[src/rtl/axil_to_apb_bridge_pkg.sv]
// Shared types and constants for the AXI4-Lite to APB3 bridge.
//   state_e       : bridge FSM states
//   arb_e         : which request class was granted last (round-robin memory)
//   RESP_*        : AXI response encodings
//   TIMEOUT_RDATA : read data returned when an APB access is aborted
package axil_apb_pkg;

  typedef enum logic [1:0] {
    IDLE   = 2'd0,
    SETUP  = 2'd1,
    ACCESS = 2'd2,
    RESP   = 2'd3
  } state_e;

  typedef enum logic {
    ARB_READ  = 1'b0,
    ARB_WRITE = 1'b1
  } arb_e;

  localparam logic [1:0]  RESP_OKAY     = 2'b00;
  localparam logic [1:0]  RESP_SLVERR   = 2'b10;
  localparam logic [31:0] TIMEOUT_RDATA = 32'hDEAD_BEEF;

endpackage

[src/rtl/axil_to_apb_bridge_if.sv]
// Bus interfaces for the AXI4-Lite to APB3 bridge.
//   axil_if : AXI4-Lite channels AW/W/B/AR/R.
//             master modport = requester, slave modport = bridge.
//   apb_if  : APB3 psel/penable/pwrite/paddr/pwdata/prdata/pready/pslverr.
//             master modport = bridge, slave modport = target.
interface axil_if #(
  parameter int unsigned ADDR_W = 32,
  parameter int unsigned DATA_W = 32
);
  logic                  awvalid;
  logic                  awready;
  logic [ADDR_W-1:0]     awaddr;
  logic                  wvalid;
  logic                  wready;
  logic [DATA_W-1:0]     wdata;
  logic [DATA_W/8-1:0]   wstrb;
  logic                  bvalid;
  logic                  bready;
  logic [1:0]            bresp;
  logic                  arvalid;
  logic                  arready;
  logic [ADDR_W-1:0]     araddr;
  logic                  rvalid;
  logic                  rready;
  logic [DATA_W-1:0]     rdata;
  logic [1:0]            rresp;

  modport master (
    output awvalid, awaddr, wvalid, wdata, wstrb, bready, arvalid, araddr, rready,
    input  awready, wready, bvalid, bresp, arready, rvalid, rdata, rresp
  );

  modport slave (
    input  awvalid, awaddr, wvalid, wdata, wstrb, bready, arvalid, araddr, rready,
    output awready, wready, bvalid, bresp, arready, rvalid, rdata, rresp
  );
endinterface

interface apb_if #(
  parameter int unsigned ADDR_W = 32,
  parameter int unsigned DATA_W = 32
);
  logic              psel;
  logic              penable;
  logic              pwrite;
  logic [ADDR_W-1:0] paddr;
  logic [DATA_W-1:0] pwdata;
  logic [DATA_W-1:0] prdata;
  logic              pready;
  logic              pslverr;

  modport master (
    output psel, penable, pwrite, paddr, pwdata,
    input  prdata, pready, pslverr
  );

  modport slave (
    input  psel, penable, pwrite, paddr, pwdata,
    output prdata, pready, pslverr
  );
endinterface

[src/rtl/axil_to_apb_bridge.sv]
// AXI4-Lite slave to APB3 master bridge, one transaction in flight.
// Ports:
//   pclk   : single clock for both sides
//   preset : synchronous active-high reset
//   s      : axil_if.slave  - AXI4-Lite requests from the fabric
//   out    : apb_if.master  - APB3 master toward the address-split stage
// Writes need AW and W valid together; partial strobes are refused with
// SLVERR without touching APB. Read/write ties alternate round-robin,
// reads winning the first tie after reset.
// Optional macro AXIL_APB_BRIDGE_TIMEOUT_EN: abort an ACCESS phase after
// TIMEOUT_CYCLES cycles without pready, answering SLVERR (reads return
// 32'hDEAD_BEEF).
module axil_to_apb_bridge
  import axil_apb_pkg::*;
#(
  parameter int unsigned ADDR_W         = 32,
  parameter int unsigned DATA_W         = 32,
  parameter int unsigned TIMEOUT_CYCLES = 256
) (
  input  logic   pclk,
  input  logic   preset,
  axil_if.slave  s,
  apb_if.master  out
);

  state_e            state_q, state_d;
  arb_e              rr_last_q;
  logic              is_wr_q;
  logic [ADDR_W-1:0] paddr_q;
  logic [DATA_W-1:0] pwdata_q;
  logic [DATA_W-1:0] rdata_q;
  logic              pwrite_q;
  logic [1:0]        resp_q;

  logic wr_elig, rd_elig, idle_ok, grant_wr, grant_rd, strb_full;
  logic access_done, timeout_hit;

  assign wr_elig   = s.awvalid & s.wvalid;
  assign rd_elig   = s.arvalid;
  // Readys are gated by reset so every output reads 0 while preset is high.
  assign idle_ok   = (state_q == IDLE) & ~preset;
  assign grant_wr  = idle_ok & wr_elig & (~rd_elig | (rr_last_q == ARB_READ));
  assign grant_rd  = idle_ok & rd_elig & ~grant_wr;
  assign strb_full = &s.wstrb;

  assign access_done = (state_q == ACCESS) & out.pready;

`ifdef AXIL_APB_BRIDGE_TIMEOUT_EN
  localparam int unsigned CNT_W = (TIMEOUT_CYCLES > 2) ? $clog2(TIMEOUT_CYCLES) : 1;
  localparam logic [CNT_W-1:0] CNT_LAST = CNT_W'(TIMEOUT_CYCLES - 1);

  logic [CNT_W-1:0] cnt_q;

  always_ff @(posedge pclk) begin
    if (preset || state_q == SETUP) begin
      cnt_q <= '0;
    end else if (state_q == ACCESS && !out.pready) begin
      cnt_q <= cnt_q + CNT_W'(1);
    end
  end

  // pready on the final counted cycle still completes normally.
  assign timeout_hit = (state_q == ACCESS) & ~out.pready & (cnt_q == CNT_LAST);
`else
  assign timeout_hit = 1'b0;
`endif

  // State register
  always_ff @(posedge pclk) begin
    if (preset) begin
      state_q <= IDLE;
    end else begin
      state_q <= state_d;
    end
  end

  // Next-state logic
  always_comb begin
    state_d = state_q;
    unique case (state_q)
      IDLE: begin
        if (grant_wr && !strb_full) begin
          state_d = RESP;
        end else if (grant_wr || grant_rd) begin
          state_d = SETUP;
        end
      end
      SETUP:  state_d = ACCESS;
      ACCESS: if (out.pready || timeout_hit) state_d = RESP;
      RESP: begin
        if ((is_wr_q && s.bready) || (!is_wr_q && s.rready)) begin
          state_d = IDLE;
        end
      end
      default: state_d = IDLE;
    endcase
  end

  // Output logic
  always_comb begin
    out.psel    = (state_q == SETUP) || (state_q == ACCESS);
    out.penable = (state_q == ACCESS);
    s.bvalid    = (state_q == RESP) && is_wr_q;
    s.rvalid    = (state_q == RESP) && !is_wr_q;
    s.awready   = grant_wr;
    s.wready    = grant_wr;
    s.arready   = grant_rd;
  end

  assign out.pwrite = pwrite_q;
  assign out.paddr  = paddr_q;
  assign out.pwdata = pwdata_q;
  assign s.bresp    = resp_q;
  assign s.rresp    = resp_q;
  assign s.rdata    = rdata_q;

  // Request capture and response datapath
  always_ff @(posedge pclk) begin
    if (preset) begin
      rr_last_q <= ARB_WRITE;
      is_wr_q   <= 1'b0;
      paddr_q   <= '0;
      pwdata_q  <= '0;
      pwrite_q  <= 1'b0;
      resp_q    <= RESP_OKAY;
      rdata_q   <= '0;
    end else begin
      if (grant_wr) begin
        rr_last_q <= ARB_WRITE;
        is_wr_q   <= 1'b1;
        if (strb_full) begin
          paddr_q  <= {s.awaddr[ADDR_W-1:2], 2'b00};
          pwdata_q <= s.wdata;
          pwrite_q <= 1'b1;
        end else begin
          // Refused write: APB-side registers keep the last transfer's values.
          resp_q <= RESP_SLVERR;
        end
      end
      if (grant_rd) begin
        rr_last_q <= ARB_READ;
        is_wr_q   <= 1'b0;
        paddr_q   <= {s.araddr[ADDR_W-1:2], 2'b00};
        pwrite_q  <= 1'b0;
      end
      if (access_done) begin
        resp_q <= out.pslverr ? RESP_SLVERR : RESP_OKAY;
        if (!is_wr_q) rdata_q <= out.prdata;
      end else if (timeout_hit) begin
        resp_q <= RESP_SLVERR;
        if (!is_wr_q) rdata_q <= TIMEOUT_RDATA;
      end
    end
  end

endmodule
[src/flat_wrapper.sv]
// flat-port wrapper written by rule: the top's interface ports become plain ports
module axil_to_apb_bridge_flat import axil_apb_pkg::*;
#(
  parameter int unsigned ADDR_W         = 32,
  parameter int unsigned DATA_W         = 32,
  parameter int unsigned TIMEOUT_CYCLES = 256
)
  (pclk, preset, s_awvalid, s_awaddr, s_wvalid, s_wdata, s_wstrb, s_bready, s_arvalid, s_araddr, s_rready, s_awready, s_wready, s_bvalid, s_bresp, s_arready, s_rvalid, s_rdata, s_rresp, out_psel, out_penable, out_pwrite, out_paddr, out_pwdata, out_prdata, out_pready, out_pslverr);
  axil_if #(.ADDR_W(ADDR_W), .DATA_W(DATA_W)) s_i ();
  apb_if #(.ADDR_W(ADDR_W), .DATA_W(DATA_W)) out_i ();
  input  logic pclk;
  input  logic preset;
  input wire logic [$bits(s_i.awvalid)-1:0] s_awvalid;
  input wire logic [$bits(s_i.awaddr)-1:0] s_awaddr;
  input wire logic [$bits(s_i.wvalid)-1:0] s_wvalid;
  input wire logic [$bits(s_i.wdata)-1:0] s_wdata;
  input wire logic [$bits(s_i.wstrb)-1:0] s_wstrb;
  input wire logic [$bits(s_i.bready)-1:0] s_bready;
  input wire logic [$bits(s_i.arvalid)-1:0] s_arvalid;
  input wire logic [$bits(s_i.araddr)-1:0] s_araddr;
  input wire logic [$bits(s_i.rready)-1:0] s_rready;
  output wire logic [$bits(s_i.awready)-1:0] s_awready;
  output wire logic [$bits(s_i.wready)-1:0] s_wready;
  output wire logic [$bits(s_i.bvalid)-1:0] s_bvalid;
  output wire logic [$bits(s_i.bresp)-1:0] s_bresp;
  output wire logic [$bits(s_i.arready)-1:0] s_arready;
  output wire logic [$bits(s_i.rvalid)-1:0] s_rvalid;
  output wire logic [$bits(s_i.rdata)-1:0] s_rdata;
  output wire logic [$bits(s_i.rresp)-1:0] s_rresp;
  output wire logic [$bits(out_i.psel)-1:0] out_psel;
  output wire logic [$bits(out_i.penable)-1:0] out_penable;
  output wire logic [$bits(out_i.pwrite)-1:0] out_pwrite;
  output wire logic [$bits(out_i.paddr)-1:0] out_paddr;
  output wire logic [$bits(out_i.pwdata)-1:0] out_pwdata;
  input wire logic [$bits(out_i.prdata)-1:0] out_prdata;
  input wire logic [$bits(out_i.pready)-1:0] out_pready;
  input wire logic [$bits(out_i.pslverr)-1:0] out_pslverr;
  assign s_i.awvalid = s_awvalid;
  assign s_i.awaddr = s_awaddr;
  assign s_i.wvalid = s_wvalid;
  assign s_i.wdata = s_wdata;
  assign s_i.wstrb = s_wstrb;
  assign s_i.bready = s_bready;
  assign s_i.arvalid = s_arvalid;
  assign s_i.araddr = s_araddr;
  assign s_i.rready = s_rready;
  assign s_awready = s_i.awready;
  assign s_wready = s_i.wready;
  assign s_bvalid = s_i.bvalid;
  assign s_bresp = s_i.bresp;
  assign s_arready = s_i.arready;
  assign s_rvalid = s_i.rvalid;
  assign s_rdata = s_i.rdata;
  assign s_rresp = s_i.rresp;
  assign out_psel = out_i.psel;
  assign out_penable = out_i.penable;
  assign out_pwrite = out_i.pwrite;
  assign out_paddr = out_i.paddr;
  assign out_pwdata = out_i.pwdata;
  assign out_i.prdata = out_prdata;
  assign out_i.pready = out_pready;
  assign out_i.pslverr = out_pslverr;
  axil_to_apb_bridge #(.ADDR_W(ADDR_W), .DATA_W(DATA_W), .TIMEOUT_CYCLES(TIMEOUT_CYCLES)) u_core (.pclk(pclk), .preset(preset), .s(s_i), .out(out_i));
endmodule
[config.mk]
export PLATFORM = sky130hd
export DESIGN_NAME = axil_to_apb_bridge_flat
export DESIGN_NICKNAME = d
export VERILOG_FILES = /design/src/rtl/axil_to_apb_bridge_pkg.sv /design/src/rtl/axil_to_apb_bridge_if.sv /design/src/rtl/axil_to_apb_bridge.sv /design/src/flat_wrapper.sv
export SDC_FILE = /design/constraint.sdc
export NUM_CORES = 1
export LEC_CHECK = 0
export CAP_MARGIN = 10
export CORE_MARGIN = 2
export CORE_UTILIZATION = 33
export CTS_CLUSTER_SIZE = 30
export DETAILED_ROUTE_END_ITERATION = 10
export PLACE_DENSITY = 0.77
export SYNTH_ARGS = -nofsm -noshare
export SYNTH_HDL_FRONTEND = slang
export SYNTH_SLANG_ARGS = --single-unit
[constraint.sdc]
create_clock -name pclk -period 1.5 [get_ports pclk]
set_input_delay 0.375 -clock pclk [delete_from_list [all_inputs] [get_ports pclk]]
set_output_delay 0.375 -clock pclk [all_outputs]
set_load 0.03 [all_outputs]
==> run metrics, run 1 <==
Routed Wire Length 15.4 mm; final antenna-violating net count 0; PnR worst setup slack -373 ps; Post-synth ARST share 0; Syn Inst Count 500; number of enable flip-flop cells after synthesis 0; final hold vios 0; Net count, final roughly 900; worst-skew pair later-pin latency 340 ps; status complete, but fails checks; YS warnings 0; crit path max fanout 3; Wirelength per Cell roughly 17 microns; endpoint type of the worst setup path output pin; Final min period between 1500 and 2000 ps; DR DRC count 0; Vias around 4,600; Clock transition at path regs approximately 70 ps; Max transition margin 0.504; drt first pass iters 4; synthesized flop and latch total 100; failing checks negative setup slack; power consumption 0.00874 W; I/O Buffers 240; GP Congestion slightly above 0.8; CP Launch Type flip-flop; Clock Tree Root clkbuf_16; # H-tree levels 3; GRT overflow 0; Setup CP Type reg -> out; CTS buffer count 9; hold depth 2; Comb power frac 0.390; Pwr Density between 1000 and 1500 nW/um^2; Reg2Reg Depth 9; Int Power 0.00572 W; mapped cell area between 3000 and 4000 sq um; post-synthesis average cell area approximately 7.8 sq um; HPWL after DPL about 9.6 mm; power share of the clock group 0.250; CTS tree done; sw power slightly above 0.003 W; Chip Width approximately 110 microns; TritonCTS Sinks 100; Worst Path Arrival ~1500 ps; Syn-to-layout area delta 101%; Static Leak 3.29 nW; Fin Clk Skew roughly 10 ps; max_cap viols 0; die height between 100 and 150 microns; worst-margin pin slew between 700 and 800 ps; Post-synth top flop dfxtp_1; register area share after synthesis 0.513; I/O pin count around 250; Crit path required time about 1100 ps; clk buf depth 2; setup TNS -17,690 ps; core area between 10,000 and 15,000 sq um; initial antenna violation count 0; Hold Path Class reg -> reg; largest net degree at the start of global routing between 60 and 70; R2R setup slack -330 ps; vias in the first global route roughly 4,500; Final Slew Violations 0; commonest non-fill, non-tap cell in the layout nand2_1; fmax 534 MHz; period utilization 1.25; via/cell ratio 5.02; Switching Share 0.346; # setup viols final roughly 100; layout cells sized above 1 0.246; RSZ-0062 raised after global routing true; register share of total power 0.360; Max VDD drop between 0.6 and 0.7 mV; GRT Total Usage 0.214; most frequent cells in the layout nand2_1, clkdlybuf4s50_1, dfxtp_1; n_diodes 0; Rows 39; Initial DRC Count approximately 250; first-pass GRT wire length 21.9 mm; starting density of the core 0.340; post-synthesis cell type count 27; total die area between 10,000 and 15,000 sq um; Fin Hold WS between 400 and 500 ps; worst slack, placed -553 ps
## power by group through the flow
stage | Sequential, W | Clock [W] | Combinational [W]
4_1_cts | 0.00314 | 0.00224 | 0.00303
5_1_grt | 0.00318 | 0.00235 | 0.00362
6_report | 0.00315 | 0.00218 | 0.00341
2_1_floorplan | 0.00372 | 0 | 0.00107
3_5_place_dp | 0.00320 | 0 | 0.00310
3_3_place_gp | 0.00319 | 0 | 0.00304
## kinds of logic (layout without fill, tap and decap cells)
family          after synthesis  in the layout  share of synthesized area
compound gates              106            106                      0.170
fa+ha+maj                     4              4                     0.0128
buf+inv                      49            317                     0.0622
flops                       100            100                      0.513
mux                           1              1                    0.00256
other cells                   1              4                   0.000961
simple gates                239            239                      0.239
## sequential cells by signal, indices dropped and copies added, names as in the netlist
register           count
u_core.is_wr_q         1
u_core.s.rdata        32
u_core.out.pwrite      1
u_core.out.pwdata     32
u_core.out.paddr      30
u_core.rr_last_q       1
u_core.state_q         2
u_core.s.bresp         1
## area by class of cell
type | count | area (sq um)
inverters | 4 | 21.3
multi-input cells | 354 | 2210
flip-flops and latches | 100 | 2010
clock inverters | 5 | 36.3
well taps | 143 | 179
clock buffers | 11 | 243
fillers | 838 | 3610
repair buffers | 297 | 3170
## synth_stat cells (2+ instances only)
master / instances / share of area
nand2_1: 191 / 0.18
dfxtp_1: 100 / 0.51
inv_1: 4 / 0.0038
buf_2: 8 / 0.010
clkbuf_1: 27 / 0.026
nor2b_1: 3 / 0.0048
a21oi_1: 69 / 0.088
nor2_1: 35 / 0.034
and2_1: 2 / 0.0032
nor3_1: 2 / 0.0026
ha_1: 4 / 0.013
buf_4: 7 / 0.013
buf_6: 3 / 0.0087
a311oi_1: 32 / 0.072
## per-stage QoR
step	util	instances	area, sq um
floorplan	-	503	3980
detailed placement	0.576	868	6610
global route	0.685	914	7860
finish	0.685	914	7860
CTS	0.625	901	7170
global placement	0.576	868	6610
## critical path, stage by stage, from the launching register on
cell        delay (ps)
dfxtp_2            340
inv_4               60
ha_4               140
nand2_2             60
a311o_2            350
clkinvlp_4          90
buf_6              120
## repair_timing
item	4_1_cts	5_1_grt
hold buffers	0	0
pin swaps	21	62
buffers inserted	9	10
setup endpoints to repair	168	125
cloned	8	6
gates resized for setup	143	141
## metal layers
layer | wire [microns] | track usage | part of all wire
met1 | 5710 | 0.235 | 0.37
met4 | 636 | 0.107 | 0.041
met5 | 0 | 0 | 0
met3 | 1270 | 0.0632 | 0.083
met2 | 7810 | 0.375 | 0.51
## path summary, 6_finish.rpt
kind / to / start
worst min register to register: u_core.s.rdata[23] / u_core.s.rdata[23]
worst min-delay path: u_core.s.rdata[23] / u_core.s.rdata[23]
worst max-delay path: s_arready / u_core.state_q[0]
worst max register to register: u_core.out.paddr[16] / u_core.state_q[0]
Power figures use the tool's default switching activity.
==> inputs of run 2 (changes only) <==
--- a/config.mk
+++ b/config.mk
@@ -7,10 +7,10 @@
 export LEC_CHECK = 0
 export CAP_MARGIN = 10
 export CORE_MARGIN = 2
-export CORE_UTILIZATION = 33
+export CORE_UTILIZATION = 36
 export CTS_CLUSTER_SIZE = 30
 export DETAILED_ROUTE_END_ITERATION = 10
-export PLACE_DENSITY = 0.77
+export PLACE_DENSITY = 0.8
 export SYNTH_ARGS = -nofsm -noshare
 export SYNTH_HDL_FRONTEND = slang
 export SYNTH_SLANG_ARGS = --single-unit
==> constraint.sdc (replaced) <==
create_clock -name pclk -period 2.25 [get_ports pclk]
set_input_delay 0.5625 -clock pclk [delete_from_list [all_inputs] [get_ports pclk]]
set_output_delay 0.5625 -clock pclk [all_outputs]
set_load 0.03 [all_outputs]
==> run 2 against run 1 <==
  * The run now ends clean
  * Critical path type is now in -> out
  * Sequential power decreased by 34%
  * Total power decreased by 43%
  * Setup slack improved by 420 ps
  * Utilization decreased by 6.0 points
  * Final area decreased by 15%
  * First-iteration DRC count increased by 0.41%
  * Count of clock-buffer cells in the layout decreased by 2
  * Largest cell class unchanged
  * Sequential share of layout area increased by 4.4 points
  * Largest power group is now registers
  * Clock power decreased by 49%
==> run metrics, run 2 (synthesized netlist as in run 1, its figures left out) <==
Static Leak 2.36 nW (was 3.29 nW); endpoint type of the worst setup path output pin (unchanged); final antenna-violating net count 0 (unchanged); slowest CP cell clkdlybuf4s50_1 (was a311o_2); Post-CTS Hold Fix Bufs 0 (unchanged); gr busiest metal met2 (unchanged); status finished clean (was complete, but fails checks); grt met1 use 0.211 (was 0.235); Vias 4,262 (was 4,588); CTS buffer count 9 (unchanged); Clock transition at path regs 90 ps (was 70 ps); I/O Buffers 240 (unchanged); Net count, final 874 (was 911); Setup CP Type in -> out (was reg -> out); GRT Total Usage 0.204 (was 0.214); Pwr Density 750 nW/um^2 (was 1110 nW/um^2); layout cells sized above 1 0.0615 (was 0.246); DR DRC count 0 (unchanged); GR Util met2 0.381 (was 0.375); I/O pin count 249 (unchanged); Fillers 936 (was 838); Crit path required time 1690 ps (was 1120 ps); Chip Width 108 microns (was 113 microns); initial antenna violation count 0 (unchanged); n_diodes 0 (unchanged); max_cap viols 0 (unchanged); TritonCTS Sinks 100 (unchanged); fmax 454 MHz; die height 108 microns (was 113 microns); GP Congestion 0.794 (was 0.828); final hold vios 0 (unchanged); starting density of the core 0.365 (was 0.340); Rows 38 (was 39); Routed Wire Length 12.4 mm (was 15.4 mm); power consumption 0.00501 W (was 0.00874 W); Final min period 2200 ps; Crit path largest cell delay 450 ps (was 350 ps); drt first pass iters 4 (unchanged); Syn-to-layout area delta 71.3% (was 101%); Fin Clk Skew 13.8 ps (was 9.87 ps); worst-margin pin slew 966 ps (was 744 ps); first-pass GRT wire length 19.0 mm (was 21.9 mm); R2R setup slack 380 ps (was -330 ps); Clock Tree Root clkbuf_8 (was clkbuf_16); CTS tree done (unchanged); core area 10,700 sq um (was 11,500 sq um); worst-skew pair later-pin latency 350 ps (was 340 ps); crit path max fanout 3 (unchanged); Final Slew Violations 0 (unchanged); # setup viols final 0 (was 104); Max VDD drop 0.387 mV (was 0.665 mV); Wirelength per Cell 14.2 microns (was 16.9 microns); Fin Hold WS 457 ps (was 450 ps); via/cell ratio 4.89 (was 5.02); total die area 11,700 sq um (was 12,700 sq um); commonest non-fill, non-tap cell in the layout clkdlybuf4s50_1 (was nand2_1); Worst Path Arrival 1640 ps (was 1500 ps); vias in the first global route 4,172 (was 4,502); placed cell count 858 (was 868); Initial DRC Count 246 (was 245); HPWL after DPL 9.28 mm (was 9.60 mm); Hold Path Class reg -> reg (unchanged); most frequent cells in the layout clkdlybuf4s50_1, nand2_1, dfxtp_1 (was nand2_1, clkdlybuf4s50_1, dfxtp_1); post-CTS setup buffers 0 (was 9); largest net degree at the start of global routing 95 (was 63); crit-path cells clkdlybuf4s50_1, a311o_2, inv_2, buf_6 (was inv_4, ha_4, nand2_2, a311o_2, clkinvlp_4, buf_6); clk buf depth 2 (unchanged); met3 usage 0.0729 (was 0.0632); Max transition margin 0.356 (was 0.504); period utilization 0.979; RSZ-0062 raised after global routing true (unchanged); CP Launch Type primary input (was flip-flop); # H-tree levels 3 (unchanged); non-filler cells, final 872 (was 914); GRT overflow 0 (unchanged)
[run 2: cell count changes in the layout (fill, tap and decap cells not counted), sizes merged]
cell | previous run | this run
clkinv | 1 | 0
clkinvlp | 4 | 2
inv | 4 | 6
clkdlybuf4s50 | 133 | 231
clkdlybuf4s15 | 23 | 0
bufinv | 0 | 1
buf | 61 | 24
clkbuf | 18 | 9
dlygate4sd2 | 73 | 5
[run 2: power breakdown]
group / leakage [nW] / switching [W] / total (W) / internal [W]
Sequential: 0.812 / 0.000115 / 0.00209 / 0.00197
Clock: 0.0882 / 0.000611 / 0.00112 / 0.000511
Combinational: 1.46 / 0.000994 / 0.00181 / 0.000812
[run 2: layer usage]
metal / wire (microns) / share of wire / vias to the layer above
met3: 1040 / 0.084 / 24
met5: 0 / 0 / -
met4: 267 / 0.022 / 0
met1: 4690 / 0.38 / 1979
met2: 6390 / 0.52 / 157
li1: - / - / 2102
[run 2: final timing paths]
kind | from | cells after the start | to
min reg2reg | u_core.s.rdata[22] | 2 | u_core.s.rdata[22]
max | s_awvalid | 4 | s_arready
max reg2reg | u_core.state_q[1] | 9 | u_core.out.pwrite
min | u_core.s.rdata[22] | 2 | u_core.s.rdata[22]
[run 2: worst max-delay path: cells and delay by family]
kind | cells | cell delay [ps]
buffers and inverters | 3 | 660
AOI/OAI and AO/OA | 1 | 420
[run 2: timing repair]
item                       4_1_cts  5_1_grt
gates resized for setup          7        1
pin swaps                        0        0
setup endpoints to repair        5        3
[run 2: area by class of cell]
class                   count  area, sq um  area share
flip-flops and latches    100         2000       0.299
repair buffers            260         2630       0.393
clock buffers               9          124      0.0185
multi-input cells         354         1680       0.252
clock inverters             5         62.6     0.00935
inverters                   4         15.0     0.00224
well taps                 140          175      0.0262
[run 2: per-stage QoR]
| stage | TNS (ps) | util | setup slack (ps) | area [sq um] |
|---|---|---|---|---|
| finish | 0 | 0.625 | 46.3 | 6690 |
| global route | -13.0 | 0.625 | -13.0 | 6690 |
| CTS | 0 | 0.625 | 19.2 | 6690 |
| detailed placement | -187 | 0.608 | -53.1 | 6500 |
| global placement | -42.5 | 0.608 | -42.5 | 6500 |
| floorplan | 0 | - | 124 | 3920 |
